[src/rtl/sng_pkg.sv]
// Shared definitions for the bipolar stochastic-number stream generator:
// default sizes, controller state encoding and LFSR feedback taps.
package sng_pkg;

    localparam int SNG_LANES = 4;
    localparam int SNG_WIDTH = 4;

    typedef enum logic [1:0] {
        IDLE = 2'd0,
        RUN  = 2'd1,
        DONE = 2'd2
    } sng_state_e;

    // x^4 + x^3 + 1: feedback is the parity of state bits 3 and 2
    localparam logic [3:0] SNG_TAP_MASK = 4'b1100;

    // Maximal-length Fibonacci tap masks for other widths, so WIDTH can be
    // overridden without losing the full 2^WIDTH-1 period.
    function automatic logic [15:0] sng_taps(input int w);
        case (w)
            3:       return 16'h0006;
            4:       return {12'h000, SNG_TAP_MASK};
            5:       return 16'h0014;
            6:       return 16'h0030;
            7:       return 16'h0060;
            8:       return 16'h00B8;
            default: return {12'h000, SNG_TAP_MASK};
        endcase
    endfunction

endpackage

[src/rtl/sng_lfsr.sv]
// Fibonacci LFSR supplying the per-bit random value. Load has priority
// over advance; a loaded non-zero seed keeps the sequence away from 0.
module sng_lfsr
    import sng_pkg::*;
#(
    parameter int WIDTH = SNG_WIDTH
) (
    input  logic             clk_i,
    input  logic             rst_n_i,
    input  logic             load_i,
    input  logic             advance_i,
    input  logic [WIDTH-1:0] seed_i,
    output logic [WIDTH-1:0] state_o
);

    localparam logic [WIDTH-1:0] TAPS = WIDTH'(sng_taps(WIDTH));

    logic [WIDTH-1:0] state_q;
    logic [WIDTH-1:0] state_d;

    // Next state: reload from seed, shift in the tap parity, or hold
    always_comb begin
        state_d = state_q;
        if (load_i) begin
            state_d = seed_i;
        end else if (advance_i) begin
            state_d = {state_q[WIDTH-2:0], ^(state_q & TAPS)};
        end
    end

    // State register with synchronous active-low clear
    always_ff @(posedge clk_i) begin
        if (!rst_n_i) begin
            state_q <= '0;
        end else begin
            state_q <= state_d;
        end
    end

    assign state_o = state_q;

endmodule

[src/rtl/sn_stream_gen.sv]
// Bipolar stochastic-number stream generator. A start in IDLE latches the
// lane values, length and seed, then emits len+1 valid cycles of one bit
// per lane (bit = offset-binary lane value > random value), followed by a
// one-cycle done pulse.
// Build option SNG_DECORR_EN: lane k compares against the LFSR state rotated
// left by k mod WIDTH, decorrelating lanes; without it all lanes share the
// unrotated state. Timing and full-period ones-counts are the same either way.
//
// state | meaning
// IDLE  | waiting for start; outputs low
// RUN   | one stream bit per cycle, LFSR advances each cycle
// DONE  | single cycle with done pulse, start ignored
module sn_stream_gen
    import sng_pkg::*;
#(
    parameter int LANES = SNG_LANES,
    parameter int WIDTH = SNG_WIDTH
) (
    input  logic                   i_clk_sng,
    input  logic                   i_rst_n_sng,
    input  logic                   i_start_sng,
    input  logic [LANES*WIDTH-1:0] i_x_sng,
    input  logic [WIDTH-1:0]       i_len_sng,
    input  logic [WIDTH-1:0]       i_seed_sng,
    output logic                   o_busy_sng,
    output logic                   o_valid_sng,
    output logic [LANES-1:0]       o_sn_bit_sng,
    output logic                   o_done_sng
);

    sng_state_e             state_q;
    logic [LANES*WIDTH-1:0] x_q;
    logic [WIDTH-1:0]       cnt_q;
    logic                   busy_q;
    logic                   valid_q;
    logic                   done_q;

    logic                   lfsr_load;
    logic                   lfsr_advance;
    logic [WIDTH-1:0]       lfsr_state;
    logic [WIDTH-1:0]       seed_eff;

    // A zero seed would lock the LFSR at 0, so it is promoted to 1
    assign seed_eff     = (i_seed_sng == '0) ? WIDTH'(1) : i_seed_sng;
    assign lfsr_load    = (state_q == IDLE) && i_start_sng;
    assign lfsr_advance = (state_q == RUN);

    sng_lfsr #(
        .WIDTH (WIDTH)
    ) u_lfsr (
        .clk_i     (i_clk_sng),
        .rst_n_i   (i_rst_n_sng),
        .load_i    (lfsr_load),
        .advance_i (lfsr_advance),
        .seed_i    (seed_eff),
        .state_o   (lfsr_state)
    );

    // Flipping the sign bit turns two's complement into offset binary (x + 2^(W-1))
    function automatic logic [LANES-1:0] stream_bits(
        input logic [LANES*WIDTH-1:0] xv,
        input logic [WIDTH-1:0]       s
    );
        logic [LANES-1:0] b;
        logic [WIDTH-1:0] u;
        logic [WIDTH-1:0] r;
`ifdef SNG_DECORR_EN
        logic [2*WIDTH-1:0] dbl;
`endif
        b = '0;
        for (int k = 0; k < LANES; k++) begin
            u = xv[k*WIDTH +: WIDTH] ^ {1'b1, {(WIDTH-1){1'b0}}};
`ifdef SNG_DECORR_EN
            dbl = {s, s} << (k % WIDTH);
            r   = dbl[2*WIDTH-1:WIDTH];
`else
            r   = s;
`endif
            b[k] = (u > r);
        end
        return b;
    endfunction

    // Controller: start latching, bit counting and registered status outputs
    always_ff @(posedge i_clk_sng) begin
        if (!i_rst_n_sng) begin
            state_q <= IDLE;
            x_q     <= '0;
            cnt_q   <= '0;
            busy_q  <= 1'b0;
            valid_q <= 1'b0;
            done_q  <= 1'b0;
        end else begin
            case (state_q)
                IDLE: begin
                    done_q <= 1'b0;
                    if (i_start_sng) begin
                        state_q <= RUN;
                        x_q     <= i_x_sng;
                        cnt_q   <= i_len_sng;
                        busy_q  <= 1'b1;
                        valid_q <= 1'b1;
                    end
                end
                RUN: begin
                    if (cnt_q == '0) begin
                        state_q <= DONE;
                        valid_q <= 1'b0;
                        done_q  <= 1'b1;
                    end else begin
                        cnt_q <= cnt_q - 1'b1;
                    end
                end
                DONE: begin
                    state_q <= IDLE;
                    busy_q  <= 1'b0;
                    done_q  <= 1'b0;
                end
                default: begin
                    state_q <= IDLE;
                    busy_q  <= 1'b0;
                    valid_q <= 1'b0;
                    done_q  <= 1'b0;
                end
            endcase
        end
    end

    assign o_busy_sng   = busy_q;
    assign o_valid_sng  = valid_q;
    assign o_done_sng   = done_q;
    // LFSR holds the random value of the bit currently on the outputs
    assign o_sn_bit_sng = valid_q ? stream_bits(x_q, lfsr_state) : '0;

endmodule

[config.mk]
export PLATFORM = sky130hd
export DESIGN_NAME = sn_stream_gen
export DESIGN_NICKNAME = d
export VERILOG_FILES = /design/src/rtl/sng_pkg.sv /design/src/rtl/sng_lfsr.sv /design/src/rtl/sn_stream_gen.sv
export SDC_FILE = /design/constraint.sdc
export NUM_CORES = 1
export LEC_CHECK = 0
export CORE_ASPECT_RATIO = 0.75
export CORE_UTILIZATION = 54
export DETAILED_ROUTE_END_ITERATION = 6
export HOLD_SLACK_MARGIN = 0.15
export PLACE_DENSITY = 0.89
export RECOVER_POWER = 100
export SLEW_MARGIN = 20
export SYNTH_ARGS = -nofsm -noshare
export SYNTH_HDL_FRONTEND = slang
export SYNTH_SLANG_ARGS = --single-unit
[constraint.sdc]
create_clock -name i_clk_sng -period 2.7 [get_ports i_clk_sng]
set_input_delay 0.405 -clock i_clk_sng [delete_from_list [all_inputs] [get_ports i_clk_sng]]
set_output_delay 0.405 -clock i_clk_sng [all_outputs]
set_load 0.02 [all_outputs]
==> results of run 1 <==
-- metrics by stage --
| step | worst slack [ns] | cell area [um2] | util [%] |
|---|---|---|---|
| after floorplan | 1.03 | 1630 | - |
| after global placement | 0.489 | 1960 | 71.8 |
| after detailed placement | 0.425 | 1960 | 71.8 |
| after CTS | 0.115 | 2030 | 74.5 |
| after global routing | 0.00817 | 1990 | 73.3 |
| final | 0.121 | 1990 | 73.3 |
-- power by group through the flow --
stage	clock [W]	combinational, W	sequential (W)
after global routing	0.000343	0.000476	0.000540
after floorplan	0	0.000311	0.000525
final	0.000326	0.000420	0.000535
after detailed placement	0	0.000439	0.000544
after CTS	0.000332	0.000442	0.000535
after global placement	0	0.000417	0.000540
-- synth_stat cells (all sizes together) --
| cell type | count | share of area, % |
|---|---|---|
| a211oi | 1 | 0.46 |
| a21boi | 1 | 0.46 |
| a21oi | 30 | 9.9 |
| a221oi | 1 | 0.92 |
| a32o | 1 | 0.61 |
| and2 | 1 | 0.54 |
| and2b | 1 | 0.46 |
| and3 | 1 | 0.38 |
| buf | 6 | 2.9 |
| clkbuf | 2 | 0.46 |
| dfxtp | 29 | 36 |
| ha | 17 | 13 |
| inv | 20 | 4.6 |
| mux2 | 1 | 0.69 |
| mux2i | 1 | 0.61 |
| nand2 | 36 | 8.3 |
| nand2b | 2 | 0.77 |
| nand3 | 2 | 0.61 |
| nand3b | 1 | 0.69 |
| nand4 | 2 | 0.77 |
| nor2 | 17 | 3.9 |
| nor2b | 3 | 1.2 |
| nor3 | 5 | 1.5 |
| nor3b | 2 | 1.9 |
| o211ai | 2 | 0.92 |
| o21ai | 4 | 1.5 |
| o21bai | 1 | 0.69 |
| o221a | 2 | 1.4 |
| o221ai | 3 | 1.6 |
| o22ai | 2 | 0.77 |
| o32a | 1 | 0.61 |
| xnor2 | 1 | 0.54 |
| xor2 | 1 | 0.54 |
-- area by class of cell --
cell class / instances / area (um2) / area share, %
timing repair buffer: 34 / 332 / 16.6
inverter: 20 / 75.1 / 3.76
tap: 36 / 45.0 / 2.26
clock inverter: 1 / 5.00 / 0.251
clock buffer: 5 / 68.8 / 3.45
sequential: 29 / 581 / 29.1
multi-input combinational: 143 / 888 / 44.5
-- layer usage --
metal | global-route usage (%) | wire length (um) | up-vias
met4 | 14.1 | 25 | 0
li1 | - | - | 747
met3 | 7.41 | 252 | 4
met1 | 34.8 | 1770 | 686
met5 | 0 | 0 | -
met2 | 39.2 | 1780 | 51
-- state kept, by name (all words and copies together), names as in the netlist --
| signal | flops |
|---|---|
| o_busy_sng | 1 |
| o_done_sng | 1 |
| u_lfsr.state_o | 4 |
| state_q | 2 |
| o_valid_sng | 1 |
| x_q | 16 |
| cnt_q | 4 |
-- worst max path at each step --
stage,slack [ns],end,cells after the start
after floorplan,1.03,o_sn_bit_sng[0],5
after global placement,0.49,o_sn_bit_sng[2],6
after detailed placement,0.43,o_sn_bit_sng[2],6
after CTS,0.12,o_sn_bit_sng[2],6
after global routing,0.008,o_sn_bit_sng[0],6
final,0.12,o_sn_bit_sng[0],6
-- worst max-delay path, delay by kind of cell (launching register included) --
family                   cells  cell delay, ns
AO/OA/AOI/OAI                2            0.36
adder cells (fa/ha/maj)      1            0.31
flip-flops                   1            0.40
buffers and inverters        2            0.72
AND/OR/NAND/NOR              1            0.10
-- logic make-up (layout without fill, tap and decap cells) --
kind of cell               Yosys count  count (layout)  synth area share [%]
AOI/OAI and AO/OA                   49              49                  19.8
xor gates and xnor gates             2               2                  1.08
adders and majority gates           17              17                  13.1
buffers and inverters               28              60                  7.99
DFF                                 29              29                  35.7
muxes                                2               2                  1.31
and+or+nand+nor                     73              73                  21.1
-- repair_timing --
| item | in CTS | in global routing |
|---|---|---|
| resized for setup | 0 | 1 |
| endpoints found under the setup margin | 0 | 1 |
| hold buffers | 0 | 0 |
| hold endpoints to repair | 0 | 0 |
==> run summary, run 1 <==
Pint = 0.000841 W
cts bufs inserted = 5
1st-iter DRT viols = 115
initial antenna violation count = 0
worst reg2reg path startpoint = cnt_q[0]
Worst setup EP type = primary output
first-pass GRT wire length = 6.39 mm
P_sw = 0.000440 W
chip width = 65.4 um
detailed-route via count = 1488
cells after synthesis = 200
Leakage = 0.822 nW
capture point of the worst reg-to-reg path = cnt_q[3]
DR DRC count = 0
Max-Cap Viols = 0
final net count = 277
flop-to-flop setup slack = 0.70 ns
Setup violations, final = 0
overall routing resource usage = 26.5%
Avg Cell Area, Syn = 8.14 um2
die area = 0.00324 mm2
Critical path origin = u_lfsr.state_o[2]
Initial Utilization = 59.8%
antenna-violating nets left = 0
htree depth = 2
core area = 0.00272 mm2
post-CTS setup buffer count = 0
fin cells = 268
hold endpoint = x_q[7]
Synth Warn # = 0
Reg clk slew, reported paths = 0.06 ns
Post-DP HPWL = 2.77 mm
Pwr per Cell Area = 642 mW/mm2
final slew viol count = 0
# clock sinks = 29
DP Cell Count = 262
slowest cell delay on critical path = 0.59 ns
Yosys reg bits = 29
Max FO, Critical Path = 5
skew final = 0.00492 ns
input/output buffers = 33
Max-slew headroom = 50.6%
endpoints failing hold = 0
Tcrit/Tclk final = 95.5%
Comb power frac = 32.8%
CTS tree = built
Routed WL per cell = 14.3 um
Final GP Congestion = 0.801
1st-pass router iterations = 4
row cnt = 16
Tightest Pin Transition = 0.739 ns
GR Overflow Total = 0
Final Power = 0.00128 W
reg2reg path depth = 6
Crit Path Class = flop to primary output
Die Y = 49.6 um
Peak VDD IR = 0.000364 V
largest net degree at the start of global routing = 23
post-synthesis sequential area ratio = 35.7%
Clock power frac = 25.4%
Clock Path Buffers = 2
RSZ-0062 raised after global routing = no
Mapped Area = 0.00163 mm2
most frequent cells in the layout = nand2_1, a21oi_1, dfxtp_1
most common cell after layout, fill and taps aside = nand2_1
Flop pwr share = 41.8%
CP required = 2.30 ns
Layout fillers = 229
Layout Area Growth over Synthesis = 22.5%
max frequency = 388 MHz
I/O Pins = 34
n_diodes = 0
root buffer cell = clkbuf_8
clock period minus final worst setup slack = 2.58 ns
slowest stage cell on the critical path = clkdlybuf4s50_1
Vias per Instance = 5.55
total routed wirelength = 3.84 mm
Synth Net Count = 244
Hold Path Stages = 2
critical path arrival = 2.17 ns
Worst Hold Slack = 0.456 ns
crit path cell chain = inv_1, ha_1, nand3_1, o22ai_1, o221a_2, clkdlybuf4s50_1
Hold Crit Start = x_q[7]
status = complete, no violations
vias in the first global route = 1413
Hold Crit Class = flop to flop
clk_lat worst skew = 0.28 ns
layout cell share with drive strength beyond 1 = 5.60%
launching element type of the critical path = flop
Distinct cells, synth = 40
switch share = 34.4%
Sum Neg Setup Slack = 0 ns
Power figures use the tool's default switching activity.
==> run 2: changes to the inputs <==
--- a/config.mk
+++ b/config.mk
@@ -5,10 +5,12 @@
 export SDC_FILE = /design/constraint.sdc
 export NUM_CORES = 1
 export LEC_CHECK = 0
+export CAP_MARGIN = 40
 export CORE_ASPECT_RATIO = 0.75
 export CORE_UTILIZATION = 54
 export DETAILED_ROUTE_END_ITERATION = 6
-export HOLD_SLACK_MARGIN = 0.15
+export GPL_TIMING_DRIVEN = 0
+export HOLD_SLACK_MARGIN = 0.05
 export PLACE_DENSITY = 0.89
 export RECOVER_POWER = 100
 export SLEW_MARGIN = 20
==> run summary, run 2 (same netlist as run 1, synthesis figures left out) <==
Sum Neg Setup Slack = 0 ns
endpoints failing hold = 0
Peak VDD IR = 0.000443 V
htree depth = 2
Max-Cap Viols = 0
n_diodes = 0
Top reg by flops = x_q
most frequent cells in the layout = nand2_1, a21oi_1, dfxtp_1
layout cell share with drive strength beyond 1 = 6.22%
final net count = 284
input/output buffers = 33
overall routing resource usage = 25.2%
Final GP Congestion = 0.821
total routed wirelength = 3.65 mm
initial antenna violation count = 0
status = complete, no violations
first-pass GRT wire length = 6.20 mm
cts bufs inserted = 5
crit path cell chain = inv_1, ha_1, nand3_1, o22ai_1, o221a_2, clkdlybuf4s50_1
Worst setup EP type = primary output
Hold Crit Start = x_q[8]
clock period minus final worst setup slack = 2.57 ns
die area = 0.00324 mm2
critical path arrival = 2.17 ns
launching element type of the critical path = flop
slowest stage cell on the critical path = clkdlybuf4s50_1
I/O Pins = 34
Clock Path Buffers = 2
Post-DP HPWL = 2.66 mm
Layout fillers = 226
Pwr per Cell Area = 634 mW/mm2
vias in the first global route = 1386
Reg clk slew, reported paths = 0.06 ns
antenna-violating nets left = 0
GR Overflow Total = 0
detailed-route via count = 1484
most common cell after layout, fill and taps aside = nand2_1
RSZ-0062 raised after global routing = no
flop-to-flop setup slack = 0.76 ns
Setup violations, final = 0
CTS tree = built
post-CTS setup buffer count = 0
Hold Crit Class = flop to flop
capture point of the worst reg-to-reg path = cnt_q[0]
Finished Cell Area = 0.00203 mm2
core area = 0.00272 mm2
1st-pass router iterations = 4
CP required = 2.30 ns
Crit Path Class = flop to primary output
row cnt = 16
clk_lat worst skew = 0.27 ns
Initial Utilization = 59.8%
skew final = 0.00366 ns
root buffer cell = clkbuf_8
1st-iter DRT viols = 102
Routed WL per cell = 13.2 um
Leakage = 0.838 nW
hold endpoint = x_q[8]
DR DRC count = 0
worst path buffer plus inverter count = 2
Tightest Pin Transition = 0.578 ns
# clock sinks = 29
max frequency = 389 MHz
Hold Path Stages = 2
reg2reg path depth = 6
Max-slew headroom = 61.5%
final slew viol count = 0
placed cell areas = 0.00200 mm2
max reg flops = 16
Layout Area Growth over Synthesis = 24.9%
Top delay family on crit path = buffers and inverters
Max FO, Critical Path = 5
slowest cell delay on critical path = 0.59 ns
Tcrit/Tclk final = 95.2%
Vias per Instance = 5.36
worst reg2reg path startpoint = cnt_q[0]
Die Y = 49.6 um
largest net degree at the start of global routing = 11
chip width = 65.4 um
==> run 2: report_power, final <==
part	internal [W]	total [W]	leakage [nW]	switching (W)
clock network	0.000183	0.000337	0.0395	0.000154
logic	0.000198	0.000432	0.559	0.000233
registers	0.000478	0.000521	0.239	0.0000430
total	0.000859	0.00129	0.838	0.000430
==> run 2: layout make-up <==
| type | count | area (um2) | area share, % |
|---|---|---|---|
| Multi-Input combinational cell | 143 | 885 | 43.5 |
| Sequential cell | 29 | 581 | 28.6 |
| Timing Repair Buffer | 33 | 324 | 15.9 |
| Clock buffer | 8 | 80.1 | 3.94 |
| Inverter | 20 | 75.1 | 3.69 |
| Tap cell | 36 | 45.0 | 2.22 |
| Buffer | 8 | 43.8 | 2.15 |
==> run 2: worst register-to-register path: stages (launching register included) <==
cell and delay, ns:
dfxtp_1 0.34, inv_1 0.09, ha_1 0.22, nor3b_1 0.18
a21oi_1 0.50, o21ai_0 0.23, a221oi_2 0.30
==> run 2: worst max-delay path by stage <==
stage,start,end,slack [ns],cells past startpoint
final,u_lfsr.state_o[2],o_sn_bit_sng[0],0.13,6
after global routing,u_lfsr.state_o[2],o_sn_bit_sng[0],0.01,6
after CTS,u_lfsr.state_o[2],o_sn_bit_sng[2],0.14,6
after detailed placement,u_lfsr.state_o[2],o_sn_bit_sng[0],0.44,6
after global placement,u_lfsr.state_o[2],o_sn_bit_sng[2],0.44,6
after floorplan,u_lfsr.state_o[2],o_sn_bit_sng[0],1.03,5
==> run 2: routing by layer <==
metal | wire, um | global-route usage (%) | part of all wire [%] | up-vias
met5 | 0 | 0 | 0 | -
met4 | 31 | 6.88 | 0.85 | 0
met3 | 198 | 6.48 | 5.4 | 4
met2 | 1620 | 39.0 | 44 | 43
met1 | 1800 | 34.4 | 49 | 675
li1 | - | - | - | 762
==> run 2: repair_timing <==
action / CTS / global route
endpoints found under the setup margin: 0 / 1
hold buffers: 0 / 0
gates resized for setup: 0 / 1
==> run 2: through the flow <==
step	cells	power (W)	worst slack, ns	hold WS [ns]	utilization (%)
detailed placement	269	0.000985	0.439	0.449	73.6
global placement	269	0.000973	0.442	0.445	73.6
CTS	277	0.00133	0.138	0.456	76.5
finish	277	0.00129	0.129	0.454	74.7
global route	277	0.00137	0.0114	0.484	74.7
floorplan	200	0.000836	1.03	0.436	-
==> run 3: changes to the inputs <==
--- a/config.mk
+++ b/config.mk
@@ -9,6 +9,7 @@
 export CORE_ASPECT_RATIO = 0.75
 export CORE_UTILIZATION = 54
 export DETAILED_ROUTE_END_ITERATION = 6
+export GPL_ROUTABILITY_DRIVEN = 0
 export GPL_TIMING_DRIVEN = 0
 export HOLD_SLACK_MARGIN = 0.05
 export PLACE_DENSITY = 0.89
==> results of run 3 <==
Final layout, timing and power as in run 2 (identical DEF).
